==> src/rtl/bcd_7seg_scanner.sv <==
// bcd_7seg_scanner
//   Time-multiplexes four BCD digits onto a common-anode 4-digit 7-segment
//   display. Each digit owns a REFRESH_DIV-cycle slot. The first BLANK_CYCLES
//   cycles of every slot keep all anodes off, which suppresses ghosting.
//   Digit values and dp_mask are captured once per frame, at slot 0 and
//   prescaler 0, so the display cannot tear when the inputs change mid-frame.
//
//   Optional feature, macro LEADING_ZERO_BLANK_EN:
//     Leading-zero digits 3..1 are blanked. Digit 0 is never blanked.
//
// Ports
//   clk      system clock
//   rst      asynchronous reset, active-low
//   en       scan enable. Low blanks the display and freezes the scan.
//   bcd1..4  digits 0..3 (bcd1 is least significant)
//   dp_mask  decimal-point request per digit, active-high
//   seg      segments {g,f,e,d,c,b,a}, active-low, registered
//   dp       decimal point, active-low, registered
//   an       anodes, an[k] selects digit k, active-low, registered
module bcd_7seg_scanner #(
  parameter int REFRESH_DIV  = 50000,
  parameter int BLANK_CYCLES = 500
) (
  input  logic       clk,
  input  logic       rst,
  input  logic       en,
  input  logic [3:0] bcd1,
  input  logic [3:0] bcd2,
  input  logic [3:0] bcd3,
  input  logic [3:0] bcd4,
  input  logic [3:0] dp_mask,
  output logic [6:0] seg,
  output logic       dp,
  output logic [3:0] an
);

  localparam int CW = (REFRESH_DIV > 1) ? $clog2(REFRESH_DIV) : 1;
  localparam logic [CW-1:0] LAST = CW'(REFRESH_DIV - 1);
  localparam logic [CW-1:0] BLK  = CW'(BLANK_CYCLES);

  localparam logic [0:0] ST_BLANK = 1'b0;
  localparam logic [0:0] ST_SHOW  = 1'b1;
  // With BLANK_CYCLES=0 the FSM must never sit in BLANK, not even after reset.
  localparam logic [0:0] ST_RST   = (BLANK_CYCLES > 0) ? ST_BLANK : ST_SHOW;

  logic [CW-1:0] presc_q, presc_d;
  logic [1:0]    idx_q, idx_d;
  logic [0:0]    state_q, state_d;
  logic [15:0]   snap_q, snap_d;
  logic [3:0]    dps_q, dps_d;
  logic [6:0]    seg_q, seg_d;
  logic          dp_q, dp_d;
  logic [3:0]    an_q, an_d;

  logic [3:0]    cur;
  logic [6:0]    dec;
  logic          lz_blank;

  always_comb begin
    presc_d = presc_q;
    idx_d   = idx_q;
    snap_d  = snap_q;
    dps_d   = dps_q;
    if (en) begin
      if (presc_q == '0 && idx_q == 2'd0) begin
        snap_d = {bcd4, bcd3, bcd2, bcd1};
        dps_d  = dp_mask;
      end
      if (presc_q == LAST) begin
        presc_d = '0;
        idx_d   = idx_q + 2'd1;
      end else begin
        presc_d = presc_q + CW'(1);
      end
    end
    state_d = (presc_d < BLK) ? ST_BLANK : ST_SHOW;
  end

  // Decode from snap_d so that the digit-0 slot uses the value captured on
  // this edge. This matters when BLANK_CYCLES=0 and the capture cycle is
  // itself visible.
  always_comb begin
    cur = snap_d[idx_q*4 +: 4];
    case (cur)
      4'd0:    dec = 7'h40;
      4'd1:    dec = 7'h79;
      4'd2:    dec = 7'h24;
      4'd3:    dec = 7'h30;
      4'd4:    dec = 7'h19;
      4'd5:    dec = 7'h12;
      4'd6:    dec = 7'h02;
      4'd7:    dec = 7'h78;
      4'd8:    dec = 7'h00;
      4'd9:    dec = 7'h10;
      default: dec = 7'h3F;
    endcase
  end

`ifdef LEADING_ZERO_BLANK_EN
  always_comb begin
    case (idx_q)
      2'd3:    lz_blank = (snap_d[15:12] == 4'h0);
      2'd2:    lz_blank = (snap_d[15:8]  == 8'h00);
      2'd1:    lz_blank = (snap_d[15:4]  == 12'h000);
      default: lz_blank = 1'b0;
    endcase
  end
`else
  assign lz_blank = 1'b0;
`endif

  always_comb begin
    an_d  = 4'b1111;
    seg_d = 7'h7F;
    dp_d  = 1'b1;
    if (en && state_q == ST_SHOW) begin
      an_d  = ~(4'b0001 << idx_q);
      seg_d = lz_blank ? 7'h7F : dec;
      dp_d  = ~dps_d[idx_q];
    end
  end

  always_ff @(posedge clk or negedge rst) begin
    if (!rst) begin
      presc_q <= '0;
      idx_q   <= 2'd0;
      state_q <= ST_RST;
      snap_q  <= 16'h0000;
      dps_q   <= 4'h0;
      seg_q   <= 7'h7F;
      dp_q    <= 1'b1;
      an_q    <= 4'b1111;
    end else begin
      presc_q <= presc_d;
      idx_q   <= idx_d;
      state_q <= state_d;
      snap_q  <= snap_d;
      dps_q   <= dps_d;
      seg_q   <= seg_d;
      dp_q    <= dp_d;
      an_q    <= an_d;
    end
  end

  assign seg = seg_q;
  assign dp  = dp_q;
  assign an  = an_q;

endmodule

==> config.mk <==
export PLATFORM = sky130hd
export DESIGN_NAME = bcd_7seg_scanner
export DESIGN_NICKNAME = d
export VERILOG_FILES = /design/src/rtl/bcd_7seg_scanner.sv
export SDC_FILE = /design/constraint.sdc
export NUM_CORES = 1
export LEC_CHECK = 0
export ABC_AREA = 1
export BUFFER_PORTS_ARGS = -buffer_cell sky130_fd_sc_hd__buf_2
export CAP_MARGIN = 20
export CORE_UTILIZATION = 25
export CTS_BUF_LIST = sky130_fd_sc_hd__clkbuf_8 sky130_fd_sc_hd__clkbuf_16
export DETAILED_ROUTE_END_ITERATION = 6
export PLACE_DENSITY = 0.49
export SYNTH_ARGS = -nofsm -noshare
export SYNTH_HDL_FRONTEND = slang
export SYNTH_SLANG_ARGS = --single-unit
export TNS_END_PERCENT = 1
==> constraint.sdc <==
create_clock -name clk -period 3.35 [get_ports clk]
set_clock_uncertainty 0.1 [all_clocks]
set_input_delay 0.335 -clock clk [delete_from_list [all_inputs] [get_ports clk]]
set_output_delay 0.335 -clock clk [all_outputs]
set_load 0.1 [all_outputs]
Yosys cells after proc, flatten, opt, wreduce, memory -nomap -nowiden:

Memory sizes are Yosys's and may differ from the RTL's.
Cells that the tools add are included.

* bits in registers: 51
* bits in read-only memories: 112
* bits of input ports: 23
* output and inout port bits: 12
* word-level logic and storage cells: 35
* memories: 1

Memories
* (no name shown): depth 16, width 7, rd ports 1, clocked after Yosys merged registers in 0, wr ports 0, RTL line 84 `case (cur)`

* add/sub/neg operators: 2
* order comparisons: 2
* equality and inequality tests: 1
* shift operators: 2
* muxes and demuxes: 12
* bitwise gates (word level): 2
* reductions and logical operators: 5

Operators by type and width (count)
* $mux W16: 4
* $add A16 B1 Y16 const B: 1
* $eq A16 B16 Y1 const B: 1
* $logic_not A16 Y1: 1
* $lt A16 B9 Y1 const B: 1
* $shiftx A16 B5 Y4: 1
* $mux W4: 3
* $mux W7: 1
* $not A4 Y4: 1
* $shl A1 B2 Y4 const A: 1
* $lt A2 B3 Y1 const B: 1
* $mux W1: 3
* $add A2 B1 Y2 const B: 1
* $bmux W1 S2: 1
* $logic_and A1 B1 Y1: 2
* $logic_not A2 Y1: 1
* $reduce_and A2 Y1: 1
* $not A1 Y1: 1

Longest topological paths before layout:

Gate-level depths: netlist of the first run.

* depth after elaboration: 8
* mapped depth: 19
* mapped depth without buffers: 17

Worst setup path before layout of the first run:

OpenSTA, ideal clock, no wires.

* path type: register to register
* start: reg idx_q[1]
* end: reg seg_q[3] (netlist: seg[3])
* setup time: 0.094 ns
* arrival time: 2.275 ns
* data required time: 3.156 ns
* setup slack: 0.881 ns
* cell stages (with the launch flop): 17
* buffers on the path: 3
* period minus slack after synthesis: 2.469 ns
* path through: dfrtp_1 buf_2 clkinv_1 ha_1 nand3_1 nor2_4 nand2_2 buf_6 buf_6 nand2_1 nand3_1 nand3_1 nand2_2 ha_1 nand3_1 nand3_1 nand3_1

* word-level cells in the longest chain between the ends: 7

RTL lines
* start: declaration: RTL line 47 `logic [1:0] idx_q, idx_d;`
* start signal: assignment: RTL line 135 `idx_q <= idx_d;`
* $logic_not A2 Y1: RTL line 65 `if (presc_q == '0 && idx_q == 2'd0) begin`
* $logic_and A1 B1 Y1: RTL line 65
* $mux W16: RTL line 65
* $mux W16: RTL line 64 `if (en) begin`
* $shiftx A16 B5 Y4 *: RTL line 83 `cur = snap_d[idx_q*4 +: 4];`
* $mem_v2 Z16 W7 *
* $mux W7 *: RTL line 116 `if (en && state_q == ST_SHOW) begin`
* net seg_d[3]: RTL line 51 `logic [6:0] seg_q, seg_d;`
* end signal: assignment: RTL line 139 `seg_q <= seg_d;`
* end: declaration: RTL line 51

Mark *: on every way through the listed nets, which the timed path passes. The rest lies on a longest branch.
A chain may end at the register's enable or synchronous reset.

Final worst setup path of the first run:

* start: reg idx_q[0]
* end: reg seg_q[5] (netlist: seg[5])

The elaborated chain is that of the path after synthesis.

==> results of run 1 <==
synthesized netlist by cell type:
cell type	count	area, um2
a21oi_1	5	25.0
xnor2_1	3	26.3
ha_1	12	150
nand2_2	6	37.5
nor2_4	2	22.5
inv_2	1	3.75
nor4_1	1	6.26
nor3_1	5	25.0
clkbuf_1	1	3.75
nand4_1	4	25.0
and2_1	12	75.1
buf_2	5	25.0
mux2_4	3	45.0
nand3_2	3	30.0
buf_4	1	7.51
o21ai_0	6	30.0
nor2_1	24	90.1
dfstp_2	12	315
nand3_1	50	250
nand2_1	80	300
inv_1	52	195
buf_6	2	22.5
nand3b_1	15	113
clkinv_1	2	7.51
nor2_2	1	6.26
dfrtp_1	39	976
xor2_1	6	52.6
routing by layer:
layer / part of all wire (%) / up-vias
met4: 0.26 / 0
met1: 47 / 1092
li1: - / 1174
met3: 4.3 / 4
met2: 48 / 45
met5: 0 / -
flip-flops by register name (all words and copies together) (netlist names):
| register | cells |
|---|---|
| presc_q | 16 |
| snap_q | 16 |
| seg | 7 |
| an | 4 |
| dps_q | 4 |
| idx_q | 2 |
| dp | 1 |
| state_q | 1 |
cell families (layout without fill, tap and decap cells):
logic type	count (synthesis)	in the layout	share of synthesized area (%)
AO/OA/AOI/OAI	11	11	1.92
XOR/XNOR	9	9	2.75
adder cells (fa/ha/maj)	12	12	5.24
buffers and inverters	64	101	9.25
flip-flops	51	51	45.0
multiplexers	3	3	1.57
AND/OR/NAND/NOR	203	203	34.2
cells in the final DEF, fill, tap and decap left out, types with 2 or more instances in the layout:
master,n
nand3b_1,15
nor2_1,24
a21oi_1,5
buf_4,4
clkinv_1,2
ha_1,12
nand3_2,3
nand3_1,50
nand4_1,4
o21ai_0,6
dfstp_2,12
nor2_4,2
inv_1,53
nor3_1,5
nand2_2,6
dfrtp_1,39
nand2_1,80
buf_2,34
xor2_1,6
and2_1,12
mux2_4,3
xnor2_1,3
clkbuf_16,5
through the flow:
step	util (%)	power [mW]	cells	setup slack, ns	hold slack, ns
floorplan	-	0.847	353	0.881	-0.0606
global placement	29.0	0.912	522	0.553	0.375
detailed placement	29.0	0.919	522	0.516	0.378
CTS	30.3	1.43	530	0.491	0.0677
global route	30.3	1.49	530	0.216	0.0958
finish	30.3	1.41	530	0.553	0.0277
critical path: cells and delay by family, from the launching register on:
kind	cells	cell delay (ns)
DFF	1	0.66
buffers and inverters	3	0.28
and+or+nand+nor	10	1.22
adders and majority gates	2	0.44
area by class of cell:
| cell class | count | area [um2] |
|---|---|---|
| Clock buffer | 5 | 125 |
| Clock inverter | 3 | 16.3 |
| Fill cell | 1163 | 7660 |
| Inverter | 55 | 206 |
| Multi-Input combinational cell | 238 | 1310 |
| Sequential cell | 51 | 1290 |
| Tap cell | 140 | 175 |
| Timing Repair Buffer | 38 | 200 |
worst max-delay path by stage:
stage                         from  endpoint  slack (ns)
final                     idx_q[0]    seg[5]        0.55
after floorplan           idx_q[1]    seg[3]        0.88
after CTS                 idx_q[0]    seg[5]        0.49
after global placement    idx_q[0]    seg[5]        0.55
after global routing      idx_q[0]    seg[6]        0.22
after detailed placement  idx_q[0]    seg[5]        0.52
report_power, final:
group          switching (mW)  internal, mW
registers              0.0441         0.656
clock network           0.231         0.274
logic                   0.133        0.0731
==> flow_summary.toml, run 1 <==
[outcome]
status = "completed"

[critical_path]
critPathKind = "flop to flop"
slowest_stage = "dfrtp_1"
rrSetupSlack_ns = 0.55
cp_max_fo = 20
reg2reg_from = "idx_q[0]"
worstPathArrival_ns = 2.90
crit_required_ns = 3.45
rr_worst_depth = 15
start_kind = "flop"
reg2reg_to = "seg[5]"
path_cells = "inv_1, ha_1, nand3_1, nor2_4, nand2_2, nand2_1, nand3_1, nand3_1, nand2_2, inv_1, ha_1, inv_1, nand3_1, nand3_1, nand3_1"
cp_slowest_stage_delay_ns = 0.66
end_kind = "flop"
crit_top_cell = "nand3_1"

[routing]
route.final.wire_length_mm = 6.60
first_iter_violations = 73
drcViolationCount = 0
dr.pass1.iters = 4
ant_nets = 0
vias_per_cell = 4.37
wl_per_cell_um = 12.5
route.vias.total = 2315

[global_routing]
met2_usage_pct = 21.2
grt_max_degree = 34
grt_pass1_vias = 2328
antenna_found_initial = 0
top_usage_layer = "met2"
overflow = 0
grtUsageMet3_pct = 2.45
grt_use_total_pct = 11.7
grt_pass1_wl_mm = 10.9
use_met1_pct = 14.7

[floorplanning]
start_util_pct = 26.1
die_w_um = 109
dieHeight_um = 109
dieArea_um2 = 11900
ios = 35
core_um2 = 11000
row_count = 38

[synth]
avgSynthCellArea_um2 = 8.12
ys_types = 27
ys_ff_latch = 51
syn_area_um2 = 2870
synth.yosys.seq_area_share_pct = 45.0
syn_inst = 353
ys_warn_count = 0
syn-num-nets = 388

[timing]
rsz0062_at_grt = "no"
hold_viol_final = 0
worst_pin_slew_ns = 0.811
period_share_pct = 83.5
max_freq_ghz = 0.358
fin_crit_ns = 2.80
tns_ns = 0
relSlewSlack_pct = 45.9
setup_violations = 0
drv_slew = 0

[clock_network]
htreeDepth = 2
cts_setup_buffers = 0
cts_made_buffers = 5
cts_hold_buf = 0
post_cts_resized = 0
clockBufferDepth = 2
root_buffer = "clkbuf_16"
clk_pin_slew_ns = 0.07
cts_tree = "done"
clk_latency_ns = 0.29
cts.sinks = 51

[cells_and_area]
drive_above_1_share_pct = 18.7
nets = 424
areaGrowthSynthToFinish_pct = 16.0
antennaDiodeCount = 0
final_area_um2 = 3320

[power]
p_per_area_nw_per_um2 = 424
ir_drop_mv = 0.346
power.leakage_nw = 1.60

[placement]
dpl.hpwl_mm = 4.85
placed_area_um2 = 3180
gp_congestion = 0.815
portBuffers = 34

[worst_hold_path]
hp-class = "primary input to async pin"

[job]
drv_cap = 0
(Power assumes the default switching activity.)
==> inputs of run 2 (changes only) <==
Settings changed: PLACE_DENSITY 0.49 to 0.5.
Clock period 3.35 ns to 2.49 ns, I/O delays scaled along.
==> run 2 against run 1 <==
Net effect: the flow now finishes with violations (negative hold slack); combinational power is 33% higher; highest routed layer unchanged; count of clock-buffer cells in the layout increased by 1; critical endpoint is now seg[6]; first-iteration DRC count shrank 4.1%; largest power group unchanged; fmax increased by 23%; clock power rose by 38%; die area is the same; sequential power grew 35%.
==> flow_summary.toml, run 2 (synthesized netlist as in run 1, its figures left out) <==
[routing]
route.final.wire_length_mm = 6.55
wl_per_cell_um = 12.3
vias_per_cell = 4.31
dr.pass1.iters = 4
first_iter_violations = 70
drcViolationCount = 0
route.vias.total = 2302
ant_nets = 0

[placement]
dpl.hpwl_mm = 4.79
portBuffers = 34
gp_congestion = 0.798

[floorplanning]
dieArea_um2 = 11900
ios = 35
die_w_um = 109
start_util_pct = 26.1
row_count = 38
dieHeight_um = 109
core_um2 = 11000

[power]
power.leakage_nw = 1.63
p_per_area_nw_per_um2 = 568
ir_drop_mv = 0.258
total_power_mw = 1.91

[timing]
drv_slew = 0
max_freq_ghz = 0.441
fin_hold_ws_ns = -0.0194
relSlewSlack_pct = 55.7
setup_violations = 0
tns_ns = 0
period_share_pct = 91.0
rsz0062_at_grt = "yes"
worst_pin_slew_ns = 0.664
fin_crit_ns = 2.27
hold_viol_final = 39

[critical_path]
crit_required_ns = 2.60
critPathKind = "flop to flop"
cp_max_fo = 17
rr_worst_depth = 15
worstSetupStartpoint = "presc_q[10]"
worstPathArrival_ns = 2.38
rrSetupSlack_ns = 0.22
start_kind = "flop"
end_kind = "flop"
crit_path_end = "seg[6]"
reg2reg_from = "presc_q[10]"
reg2reg_to = "seg[6]"

[cells_and_area]
n_fill_cell = 1204
drive_above_1_share_pct = 19.5
nets = 428
antennaDiodeCount = 0
final_common_cell = "nand2_1"
final_cell_mix = "80 x nand2_1, 53 x inv_1, 50 x nand3_1, 39 x dfrtp_1, 34 x buf_2"
final_util_pct = 30.7
areaGrowthSynthToFinish_pct = 17.5

[global_routing]
grt_max_degree = 52
grt_use_total_pct = 12.3
overflow = 0
grt_pass1_wl_mm = 11.3
grt_pass1_vias = 2409
antenna_found_initial = 0

[clock_network]
cts_setup_buffers = 0
root_buffer = "clkbuf_16"
htreeDepth = 2
clk_pin_slew_ns = 0.07
cts.sinks = 51
clk_latency_ns = 0.29
cts_tree = "done"
cts_made_buffers = 5
clockBufferDepth = 2

[worst_hold_path]
hp-class = "primary input to async pin"

[outcome]
status = "finished, violations left"
violations = "negative hold slack"

[job]
drv_cap = 0
-- run 2: worst max-delay path, cell delays in order (launching register included) --
cell      delay (ns)
dfrtp_1         0.44
nor2_1          0.15
nand3_2         0.12
nor2_4          0.12
buf_4           0.23
nand3b_1        0.09
nand2_1         0.07
inv_1           0.05
nand2_1         0.05
nand3_1         0.07
nand2_2         0.12
inv_1           0.10
ha_1            0.18
nand3b_1        0.14
nand3_1         0.10
nand2_1         0.05
-- run 2: worst min-delay path by stage --
stage | slack [ns] | cells after the start | startpoint | end
floorplan | -0.15 | 0 | rst | dps_q[0]
finish | -0.02 | 2 | rst | snap_q[8]
global route | 0.05 | 2 | rst | snap_q[8]
CTS | 0.01 | 2 | rst | snap_q[8]
global placement | 0.31 | 2 | rst | snap_q[8]
detailed placement | 0.32 | 2 | rst | snap_q[8]
-- run 2: repair_timing --
| action | CTS | global route |
|---|---|---|
| hold buffers | 0 | 0 |
| setup endpoints to repair | 0 | 4 |
| resized for setup | 0 | 2 |
-- run 2: power breakdown --
part / total, mW / switching (mW) / internal (mW)
logic: 0.273 / 0.173 / 0.100
registers: 0.948 / 0.0653 / 0.883
clock network: 0.693 / 0.298 / 0.395
total: 1.91 / 0.536 / 1.38
-- run 2: per-stage QoR --
step	hold WS, ns	cell area (um2)	std cells	worst slack [ns]
finish	-0.0194	3370	534	0.223
global route	0.0463	3370	534	-0.0288
CTS	0.0129	3360	534	0.173
detailed placement	0.319	3210	526	0.203
global placement	0.314	3210	526	0.228
floorplan	-0.147	2870	353	0.0210
-- run 2: final cells by class --
type | count | area, um2 | share of cell area [%]
multi-input cells | 238 | 1310 | 38.9
flip-flops and latches | 51 | 1290 | 38.3
repair buffers | 42 | 238 | 7.06
inverters | 55 | 206 | 6.13
well taps | 140 | 175 | 5.20
clock buffers | 6 | 139 | 4.12
clock inverters | 2 | 8.76 | 0.260
-- run 2: per-layer routing --
metal | GRT usage [%] | up-vias | routed length (um)
met5 | 0 | - | 0
met4 | 3.47 | 0 | 48
met3 | 2.57 | 6 | 234
met2 | 21.4 | 30 | 3150
met1 | 15.1 | 1087 | 3120
li1 | - | 1179 | -
